### src/rtl/alu_pkg.sv
// Shared definitions for the byte-wide add/sub datapath and its sequencers.
// Contents: the byte width, the operation encodings and the sequencer state enum.
package alu_pkg;

  localparam int unsigned BYTE_W = 8;

  localparam logic OP_ADD = 1'b0;
  localparam logic OP_SUB = 1'b1;

  typedef enum logic {
    IDLE = 1'b0,
    BUSY = 1'b1
  } state_e;

endpackage

### src/rtl/mp_addsub_seq_if.sv
// Stream and status bundle between an operand source/result sink and mp_addsub_seq.
// Ports (master = source/sink side, slave = sequencer side):
//   abort, in_valid, in_a, in_b, in_op, out_ready  : master -> slave
//   in_ready, out_valid, out_data, out_last, flags : slave -> master
interface mp_addsub_seq_if
  import alu_pkg::*;
();

  logic              abort;
  logic              in_valid;
  logic              in_ready;
  logic [BYTE_W-1:0] in_a;
  logic [BYTE_W-1:0] in_b;
  logic              in_op;
  logic              out_valid;
  logic              out_ready;
  logic [BYTE_W-1:0] out_data;
  logic              out_last;
  logic              out_carry;
  logic              out_negative;
  logic              out_overflow;
  logic              out_zero;

  modport master (
    output abort, in_valid, in_a, in_b, in_op, out_ready,
    input  in_ready, out_valid, out_data, out_last,
           out_carry, out_negative, out_overflow, out_zero
  );

  modport slave (
    input  abort, in_valid, in_a, in_b, in_op, out_ready,
    output in_ready, out_valid, out_data, out_last,
           out_carry, out_negative, out_overflow, out_zero
  );

endinterface

### src/rtl/alu_addsub8.sv
// Combinational 8-bit add/subtract slice with carry in and out.
// Ports: a_i, b_i operands; op_i (OP_SUB inverts b); cin_i carry in;
//        sum_o result byte; cout_o carry out; c7_o carry into the top bit.
module alu_addsub8
  import alu_pkg::*;
(
  input  logic [BYTE_W-1:0] a_i,
  input  logic [BYTE_W-1:0] b_i,
  input  logic              op_i,
  input  logic              cin_i,
  output logic [BYTE_W-1:0] sum_o,
  output logic              cout_o,
  output logic              c7_o
);

  logic [BYTE_W-1:0] summand;
  logic [BYTE_W:0]   total;

  assign summand = (op_i == OP_SUB) ? ~b_i : b_i;
  assign total   = {1'b0, a_i} + {1'b0, summand} + (BYTE_W+1)'(cin_i);
  assign sum_o   = total[BYTE_W-1:0];
  assign cout_o  = total[BYTE_W];
  // Sum bit = a ^ b ^ carry_in, so the carry into the MSB falls out of an XOR.
  assign c7_o    = sum_o[BYTE_W-1] ^ a_i[BYTE_W-1] ^ summand[BYTE_W-1];

endmodule

### src/rtl/mp_addsub_seq.sv
// Multi-precision add/subtract sequencer: takes NBYTES-wide operands byte-serially
// (LSB first), runs them through alu_addsub8 with chained carry and streams result
// bytes out, with carry/negative/overflow/zero flags on the last byte.
// Ports: clk, rst (async, active high); bus (slave modport of mp_addsub_seq_if).
module mp_addsub_seq
  import alu_pkg::*;
#(
  parameter int unsigned NBYTES = 4,
  parameter int unsigned CNT_W  = $clog2(NBYTES)
) (
  input  logic          clk,
  input  logic          rst,
  mp_addsub_seq_if.slave bus
);

  localparam logic [0:0] ST_IDLE = 1'(IDLE);
  localparam logic [0:0] ST_BUSY = 1'(BUSY);

  logic [0:0]        state_q, state_d;
  logic [CNT_W-1:0]  idx_q, idx_d;
  logic              carry_q, carry_d;
  logic              op_q, op_d;
  logic              zero_q, zero_d;
  logic              out_valid_q, out_valid_d;
  logic [BYTE_W-1:0] out_data_q, out_data_d;
  logic              out_last_q, out_last_d;
  logic [3:0]        flags_q, flags_d;    // {carry, negative, overflow, zero}

  logic              in_ready_c;
  logic              accept_c;
  logic              cur_op_c;
  logic              cin_c;
  logic              is_last_c;
  logic [BYTE_W-1:0] sum_c;
  logic              cout_c;
  logic              c7_c;
  logic              byte_zero_c;

  // Single output stage: refill whenever the current byte leaves or is absent.
  assign in_ready_c = !bus.abort && (!out_valid_q || bus.out_ready);
  assign accept_c   = bus.in_valid && in_ready_c;

  // Op is taken live on byte 0 and from the latch afterwards.
  assign cur_op_c    = (state_q == ST_IDLE) ? bus.in_op : op_q;
  assign cin_c       = (idx_q == '0) ? cur_op_c : carry_q;
  assign is_last_c   = (state_q == ST_BUSY) && (idx_q == CNT_W'(NBYTES - 1));
  assign byte_zero_c = (sum_c == '0);

  alu_addsub8 u_core (
    .a_i    (bus.in_a),
    .b_i    (bus.in_b),
    .op_i   (cur_op_c),
    .cin_i  (cin_c),
    .sum_o  (sum_c),
    .cout_o (cout_c),
    .c7_o   (c7_c)
  );

  // Next-state and output-register load.
  always_comb begin
    state_d     = state_q;
    idx_d       = idx_q;
    carry_d     = carry_q;
    op_d        = op_q;
    zero_d      = zero_q;
    out_valid_d = out_valid_q;
    out_data_d  = out_data_q;
    out_last_d  = out_last_q;
    flags_d     = flags_q;

    if (bus.abort) begin
      state_d     = ST_IDLE;
      idx_d       = '0;
      carry_d     = 1'b0;
      zero_d      = 1'b1;
      out_valid_d = 1'b0;
    end else begin
      if (out_valid_q && bus.out_ready) begin
        out_valid_d = 1'b0;
      end
      if (accept_c) begin
        out_valid_d = 1'b1;
        out_data_d  = sum_c;
        out_last_d  = 1'b0;
        flags_d     = 4'b0000;
        carry_d     = cout_c;
        case (state_q)
          ST_IDLE: begin
            op_d    = bus.in_op;
            zero_d  = byte_zero_c;
            idx_d   = CNT_W'(1);
            state_d = ST_BUSY;
          end
          default: begin
            if (is_last_c) begin
              out_last_d = 1'b1;
              flags_d    = {cout_c, sum_c[BYTE_W-1], c7_c ^ cout_c, zero_q & byte_zero_c};
              zero_d     = 1'b1;
              idx_d      = '0;
              state_d    = ST_IDLE;
            end else begin
              zero_d = zero_q & byte_zero_c;
              idx_d  = idx_q + CNT_W'(1);
            end
          end
        endcase
      end
    end
  end

  // State and output registers.
  always_ff @(posedge clk or posedge rst) begin
    if (rst) begin
      state_q     <= ST_IDLE;
      idx_q       <= '0;
      carry_q     <= 1'b0;
      op_q        <= OP_ADD;
      zero_q      <= 1'b1;
      out_valid_q <= 1'b0;
      out_data_q  <= '0;
      out_last_q  <= 1'b0;
      flags_q     <= 4'b0000;
    end else begin
      state_q     <= state_d;
      idx_q       <= idx_d;
      carry_q     <= carry_d;
      op_q        <= op_d;
      zero_q      <= zero_d;
      out_valid_q <= out_valid_d;
      out_data_q  <= out_data_d;
      out_last_q  <= out_last_d;
      flags_q     <= flags_d;
    end
  end

  assign bus.in_ready     = in_ready_c;
  assign bus.out_valid    = out_valid_q;
  assign bus.out_data     = out_data_q;
  assign bus.out_last     = out_last_q;
  assign bus.out_carry    = flags_q[3];
  assign bus.out_negative = flags_q[2];
  assign bus.out_overflow = flags_q[1];
  assign bus.out_zero     = flags_q[0];

endmodule

### src/flat_wrapper.sv
// flat-port wrapper written by rule: the top's interface ports become plain ports
module mp_addsub_seq_flat import alu_pkg::*;
#(
  parameter int unsigned NBYTES = 4,
  parameter int unsigned CNT_W  = $clog2(NBYTES)
)
  (clk, rst, bus_abort, bus_in_valid, bus_in_a, bus_in_b, bus_in_op, bus_out_ready, bus_in_ready, bus_out_valid, bus_out_data, bus_out_last, bus_out_carry, bus_out_negative, bus_out_overflow, bus_out_zero);
  mp_addsub_seq_if bus_i ();
  input  logic clk;
  input  logic rst;
  input wire logic [$bits(bus_i.abort)-1:0] bus_abort;
  input wire logic [$bits(bus_i.in_valid)-1:0] bus_in_valid;
  input wire logic [$bits(bus_i.in_a)-1:0] bus_in_a;
  input wire logic [$bits(bus_i.in_b)-1:0] bus_in_b;
  input wire logic [$bits(bus_i.in_op)-1:0] bus_in_op;
  input wire logic [$bits(bus_i.out_ready)-1:0] bus_out_ready;
  output wire logic [$bits(bus_i.in_ready)-1:0] bus_in_ready;
  output wire logic [$bits(bus_i.out_valid)-1:0] bus_out_valid;
  output wire logic [$bits(bus_i.out_data)-1:0] bus_out_data;
  output wire logic [$bits(bus_i.out_last)-1:0] bus_out_last;
  output wire logic [$bits(bus_i.out_carry)-1:0] bus_out_carry;
  output wire logic [$bits(bus_i.out_negative)-1:0] bus_out_negative;
  output wire logic [$bits(bus_i.out_overflow)-1:0] bus_out_overflow;
  output wire logic [$bits(bus_i.out_zero)-1:0] bus_out_zero;
  assign bus_i.abort = bus_abort;
  assign bus_i.in_valid = bus_in_valid;
  assign bus_i.in_a = bus_in_a;
  assign bus_i.in_b = bus_in_b;
  assign bus_i.in_op = bus_in_op;
  assign bus_i.out_ready = bus_out_ready;
  assign bus_in_ready = bus_i.in_ready;
  assign bus_out_valid = bus_i.out_valid;
  assign bus_out_data = bus_i.out_data;
  assign bus_out_last = bus_i.out_last;
  assign bus_out_carry = bus_i.out_carry;
  assign bus_out_negative = bus_i.out_negative;
  assign bus_out_overflow = bus_i.out_overflow;
  assign bus_out_zero = bus_i.out_zero;
  mp_addsub_seq #(.NBYTES(NBYTES), .CNT_W(CNT_W)) u_core (.clk(clk), .rst(rst), .bus(bus_i));
endmodule
### config.mk
export PLATFORM = sky130hd
export DESIGN_NAME = mp_addsub_seq_flat
export DESIGN_NICKNAME = d
export VERILOG_FILES = /design/src/rtl/alu_pkg.sv /design/src/rtl/mp_addsub_seq_if.sv /design/src/rtl/alu_addsub8.sv /design/src/rtl/mp_addsub_seq.sv /design/src/flat_wrapper.sv
export SDC_FILE = /design/constraint.sdc
export NUM_CORES = 1
export LEC_CHECK = 0
export ABC_AREA = 1
export CAP_MARGIN = 40
export CORE_MARGIN = 2
export CORE_UTILIZATION = 35
export DETAILED_ROUTE_END_ITERATION = 16
export GPL_TIMING_DRIVEN = 1
export SYNTH_ARGS = -nofsm -noshare
export SYNTH_HDL_FRONTEND = slang
export SYNTH_SLANG_ARGS = --single-unit
### constraint.sdc
create_clock -name clk -period 6.5 [get_ports clk]
set_clock_uncertainty 0.05 [all_clocks]
set_input_delay 1.3 -clock clk [delete_from_list [all_inputs] [get_ports clk]]
set_output_delay 1.3 -clock clk [all_outputs]
set_load 0.02 [all_outputs]
Word-level counts from Yosys, hierarchy flattened
Index checks and enable logic that the tools add are counted.
{ "classes": {"n_bitwise": 6, "n_reduce_logical": 12, "muxes": 24, "n_eq_ne": 1, "n_addsub": 3} }
{ "op_table": {"columns": ["operator", "count"], "rows": [
  ["1-bit two-way mux", 17],
  ["8-bit by 8-bit adder with 9-bit output", 1],
  ["9-bit by 1-bit adder with 9-bit output", 1],
  ["8-bit logical NOT", 1],
  ["2-bit two-way mux", 4],
  ["4-bit two-way mux", 2],
  ["8-bit two-way mux", 1],
  ["8-bit NOT", 1],
  ["1-bit logical AND", 4],
  ["3-bit nonzero test", 1],
  ["1-bit bitwise XOR", 3],
  ["2-bit by 1-bit adder with 2-bit output, second input constant", 1],
  ["2-bit equality test, second input constant", 1],
  ["1-bit logical NOT", 2],
  ["2-bit logical NOT", 1],
  ["2-bit AND reduction", 1],
  ["2-bit nonzero test", 1],
  ["1-bit bitwise AND", 1],
  ["1-bit logical OR", 1],
  ["1-bit NOT", 1]
]} }
{ "totals": {"input_bits": 22, "register_bits": 20, "word_cells": 55} }

Longest topological paths before layout
{ "depth": {"depth_word": 10, "mapped_depth": 17, "mapped_depth_nobuf": 17} }

Hierarchy
Synthesis repeated with hierarchy kept, for this count alone.
{ "unflattened": {"cells_unflattened": 185, "hier_area_um2": 1480.2} }
{ "modules_own_cells": {"columns": ["module", "cells_per_inst", "seq_area_each_um2", "instances", "area_each_um2"], "rows": [
  ["mp_addsub_seq", 107, 501.7, 1, 929.6],
  ["alu_addsub8", 78, 0.0, 1, 550.5]
]} }

Worst setup path before layout
OpenSTA, ideal clock, no wires.
{ "synth_timing": {"kind": "input to register", "startpoint": "input port bus_in_op", "endpoint": "register u_core.zero_q", "arrival_ns": 3.059, "required_time_ns": 6.377, "path_stages": 15, "setup_time_ns": 0.073, "path_buffers": 0, "slack_ns": 3.318, "cell_sequence": "nand2_2 > nand2_4 > xor2_1 > fa_1 > inv_1 > fa_1 > inv_1 > nand3_1 > nand2_1 > nand2_1 > nand2_1 > nand3_1 > nor2_1 > nand4_1 > a21oi_1"} }
{ "synth_via": {"elab_chain_len": 10, "word_cells_on_any_way": 11, "cone_classes": "add/sub (2); mux (7); bitwise (1); reduce/logical (1)"} }
{ "synth_lines": {"columns": ["element", "line", "rtl"], "rows": [
  ["from (decl)", "flat_wrapper.sv:15", "input wire logic [$bits(bus_i.in_op)-1:0] bus_in_op;"],
  ["1-bit two-way mux (*)", "mp_addsub_seq.sv:44", "assign cur_op_c = (state_q == ST_IDLE) ? bus.in_op : op_q;"],
  ["8-bit two-way mux", "alu_addsub8.sv:19", "assign summand = (op_i == OP_SUB) ? ~b_i : b_i;"],
  ["8-bit by 8-bit adder with 9-bit output", "alu_addsub8.sv:20", "assign total = {1'b0, a_i} + {1'b0, summand} + (BYTE_W+1)'(cin_i);"],
  ["9-bit by 1-bit adder with 9-bit output (*)", "alu_addsub8.sv:20", null],
  ["8-bit logical NOT (*)", "mp_addsub_seq.sv:47", "assign byte_zero_c = (sum_c == '0);"],
  ["1-bit bitwise AND", "mp_addsub_seq.sv:102", "zero_d = zero_q & byte_zero_c;"],
  ["1-bit two-way mux", "mp_addsub_seq.sv:95", "if (is_last_c) begin"],
  ["1-bit two-way mux (*)", "mp_addsub_seq.sv:87", "case (state_q)"],
  ["1-bit two-way mux (*)", "mp_addsub_seq.sv:81", "if (accept_c) begin"],
  ["1-bit two-way mux (*)", "mp_addsub_seq.sv:71", "if (bus.abort) begin"],
  ["to (signal assigned)", "mp_addsub_seq.sv:128", "zero_q <= zero_d;"],
  ["to (decl)", "mp_addsub_seq.sv:23", "logic zero_q, zero_d;"]
]} }
Every way passes the cells marked *; elsewhere a longest branch is shown, timed or not. The select of a mux whose other input is x is not followed.
A chain may end at the register's enable or synchronous reset.

Worst setup path after layout
{ "layout_timing": {"startpoint": "input port bus_out_ready", "endpoint": "output port bus_in_ready"} }
{ "layout_via": {"elab_chain_len": 2} }
{ "layout_lines": {"columns": ["element", "line", "rtl"], "rows": [
  ["from (decl)", "flat_wrapper.sv:16", "input wire logic [$bits(bus_i.out_ready)-1:0] bus_out_ready;"],
  ["1-bit logical OR", "mp_addsub_seq.sv:40", "assign in_ready_c = !bus.abort && (!out_valid_q || bus.out_ready);"],
  ["1-bit logical AND", "mp_addsub_seq.sv:40", null],
  ["to (decl)", "flat_wrapper.sv:17", "output wire logic [$bits(bus_i.in_ready)-1:0] bus_in_ready;"]
]} }
No other way between the ends.

==> results.json <==
{
  "synth_top_cell_area_share": 0.340,
  "gr-max-usage-layer": "met2",
  "cts_resized": 0,
  "crit_arrival_ns": 2.56,
  "grtUsageTotal": 0.135,
  "min_period_ns": 3.91,
  "tightest_slew_ns": 0.734,
  "netlist_area_mm2": 0.00140,
  "fin_cells": 275,
  "netlist_top_cells_area": "dfrtp_1 (34%), nand2_1 (15%), ha_1 (8.1%)",
  "dp.cells": 271,
  "die_h_um": 67.2,
  "die_w_um": 67.2,
  "avgSynthCellArea_um2": 7.39,
  "row_count": 22,
  "cts_tree": "done",
  "synth_seq_cells": 20,
  "yosys.area.top_type": "dfrtp_1",
  "met3_usage": 0.0167,
  "grt_pass1_wl_mm": 4.62,
  "via_count": 1226,
  "clock_sinks": 20,
  "globalRouteMet2Util": 0.217,
  "hp-class": "register to register",
  "clk_pin_slew_ns": 0.07,
  "finish.instance_area_mm2": 0.00185,
  "io_buffers": 36,
  "grt_max_degree": 24,
  "clk_latency_ns": 0.25,
  "ir_drop_mv": 0.0669,
  "cp_max_fo": 3,
  "period_share": 0.602,
  "startpoint_type": "input port",
  "area_growth_pct": 32.6,
  "wl_mm": 2.75,
  "die_area_mm2": 0.00451,
  "post_drt_wl_per_cell_um": 10.0,
  "syn_nets": 222,
  "grtUsageMet1": 0.184,
  "drive_gt1_frac": 0.0617,
  "setup_violations": 0,
  "cts_buffer_depth": 2,
  "tns_ns": 0,
  "ys_warn_count": 0,
  "root_buffer": "clkbuf_8",
  "antenna_found_initial": 0,
  "rsz0062_at_grt": "no",
  "hold_violations": 0,
  "initial_utilization": 0.373,
  "cellLeakagePower_nw": 0.968,
  "grt_overflow": 0,
  "drc": 0,
  "layout.nets": 261,
  "slew-limit-headroom": 0.510,
  "cts_htree_levels": 1,
  "worstPathRequired_ns": 5.15,
  "end_kind": "output port",
  "post_dp_cell_area_mm2": 0.00181,
  "cts_setup_buffers": 0,
  "diodes": 0,
  "grt_pass1_vias": 1071,
  "drv_slew": 0,
  "powerDensity_mw_per_mm2": 241,
  "synth-seq-area-share": 0.359,
  "dr.first_iter.drc_count": 47,
  "crit_type": "input port to output port",
  "ant_nets": 0,
  "cts_made_buffers": 3,
  "pin_count": 37,
  "vias_per_cell": 4.46,
  "status": "finished, final reports clean",
  "dp_hpwl_mm": 2.24,
  "coreArea_mm2": 0.00374,
  "dr.pass1.iters": 4,
  "max_freq_mhz": 256,
  "cap_violations": 0,
  "hold_buffers": 0,
  "syn_inst": 189,
  "synthDistinctLibCells": 22,
  "globalplace.congestion": 0.762
}
## critical path, stage by stage
cell and delay [ns]:
clkdlybuf4s50_1 0.39, nor2_1 0.25, nor2_1 0.07, clkdlybuf4s50_1 0.54
## cells by family (layout without fill, tap and decap cells)
group / count (synthesis) / in the layout / synth area share
AND/OR/NAND/NOR: 95 / 95 / 0.310
adder cells (fa/ha/maj): 11 / 11 / 0.109
XOR/XNOR: 8 / 8 / 0.0501
flip-flops: 20 / 20 / 0.359
buffers and inverters: 33 / 71 / 0.0904
AO/OA/AOI/OAI: 22 / 22 / 0.0815
## sequential cells by signal (all words and copies together), names as in the netlist
name                  cells
u_core.idx_q              2
u_core.bus.out_valid      1
u_core.zero_q             1
u_core.bus.out_data       8
u_core.state_q            1
u_core.carry_q            1
u_core.op_q               1
u_core.flags_q            4
u_core.bus.out_last       1
## path summary, 6_finish.rpt
check	start	to	slack, ns	cells after the start
worst max register to register	u_core.state_q	u_core.zero_q	3.84	16
worst min register to register	u_core.bus.out_last	u_core.bus.out_last	0.42	2
max in group asynchronous	rst	u_core.idx_q[0]	4.52	2
worst min-delay path	u_core.bus.out_last	u_core.bus.out_last	0.42	2
min in group asynchronous	rst	u_core.bus.out_valid	1.42	2
worst max-delay path	bus_out_ready	bus_in_ready	2.59	4
## layout by cell type (no fill, tap or decap), types with 3 or more instances in the layout
cell type / count
clkdlybuf4s50_1: 36
nand2_1: 56
clkbuf_8: 3
nand3_1: 14
inv_1: 30
nor2_1: 11
o21ai_0: 13
dfrtp_1: 19
nand2_2: 5
a21oi_1: 6
nand3b_1: 3
ha_1: 9
xor2_1: 7
## layout make-up
cell class / instances / area [µm²]
tap: 48 / 60.1
sequential: 20 / 502
timing repair buffer: 36 / 360
multi-input combinational: 136 / 769
inverter: 31 / 116
clock buffer: 4 / 45.0
fill: 396 / 1890
## synthesized netlist by cell type
master,number
a21oi_1,6
a31oi_1,1
buf_2,2
dfrtp_1,19
dfstp_2,1
fa_1,2
ha_1,9
inv_1,30
inv_2,1
nand2_1,56
nand2_2,5
nand2_4,2
nand3_1,14
nand3b_1,3
nand4_1,2
nor2_1,11
nor3_4,1
o21ai_0,13
o22ai_1,2
or2_2,1
xnor2_1,1
xor2_1,7
## where the power goes
part	switching, mW	internal (mW)
combinational	0.118	0.0900
sequential	0.0114	0.145
clock	0.0383	0.0436
total	0.168	0.279
## stage by stage
step           setup WS [ns]   util  power [mW]  hold WS [ns]
3_3_place_gp            2.58  0.483       0.368         0.404
6_report                2.59  0.495       0.447         0.424
3_5_place_dp            2.58  0.483       0.370         0.414
4_1_cts                 2.58  0.495       0.453         0.431
2_1_floorplan           3.32      -       0.296         0.392
5_1_grt                 2.53  0.495       0.487         0.455
## layer usage
layer | vias up | routed length [µm]
met2 | 27 | 1210
li1 | 673 | -
met5 | - | 0
met3 | 5 | 106
met4 | 0 | 46
met1 | 521 | 1390
No activity file was read; power rests on OpenSTA's default activity.
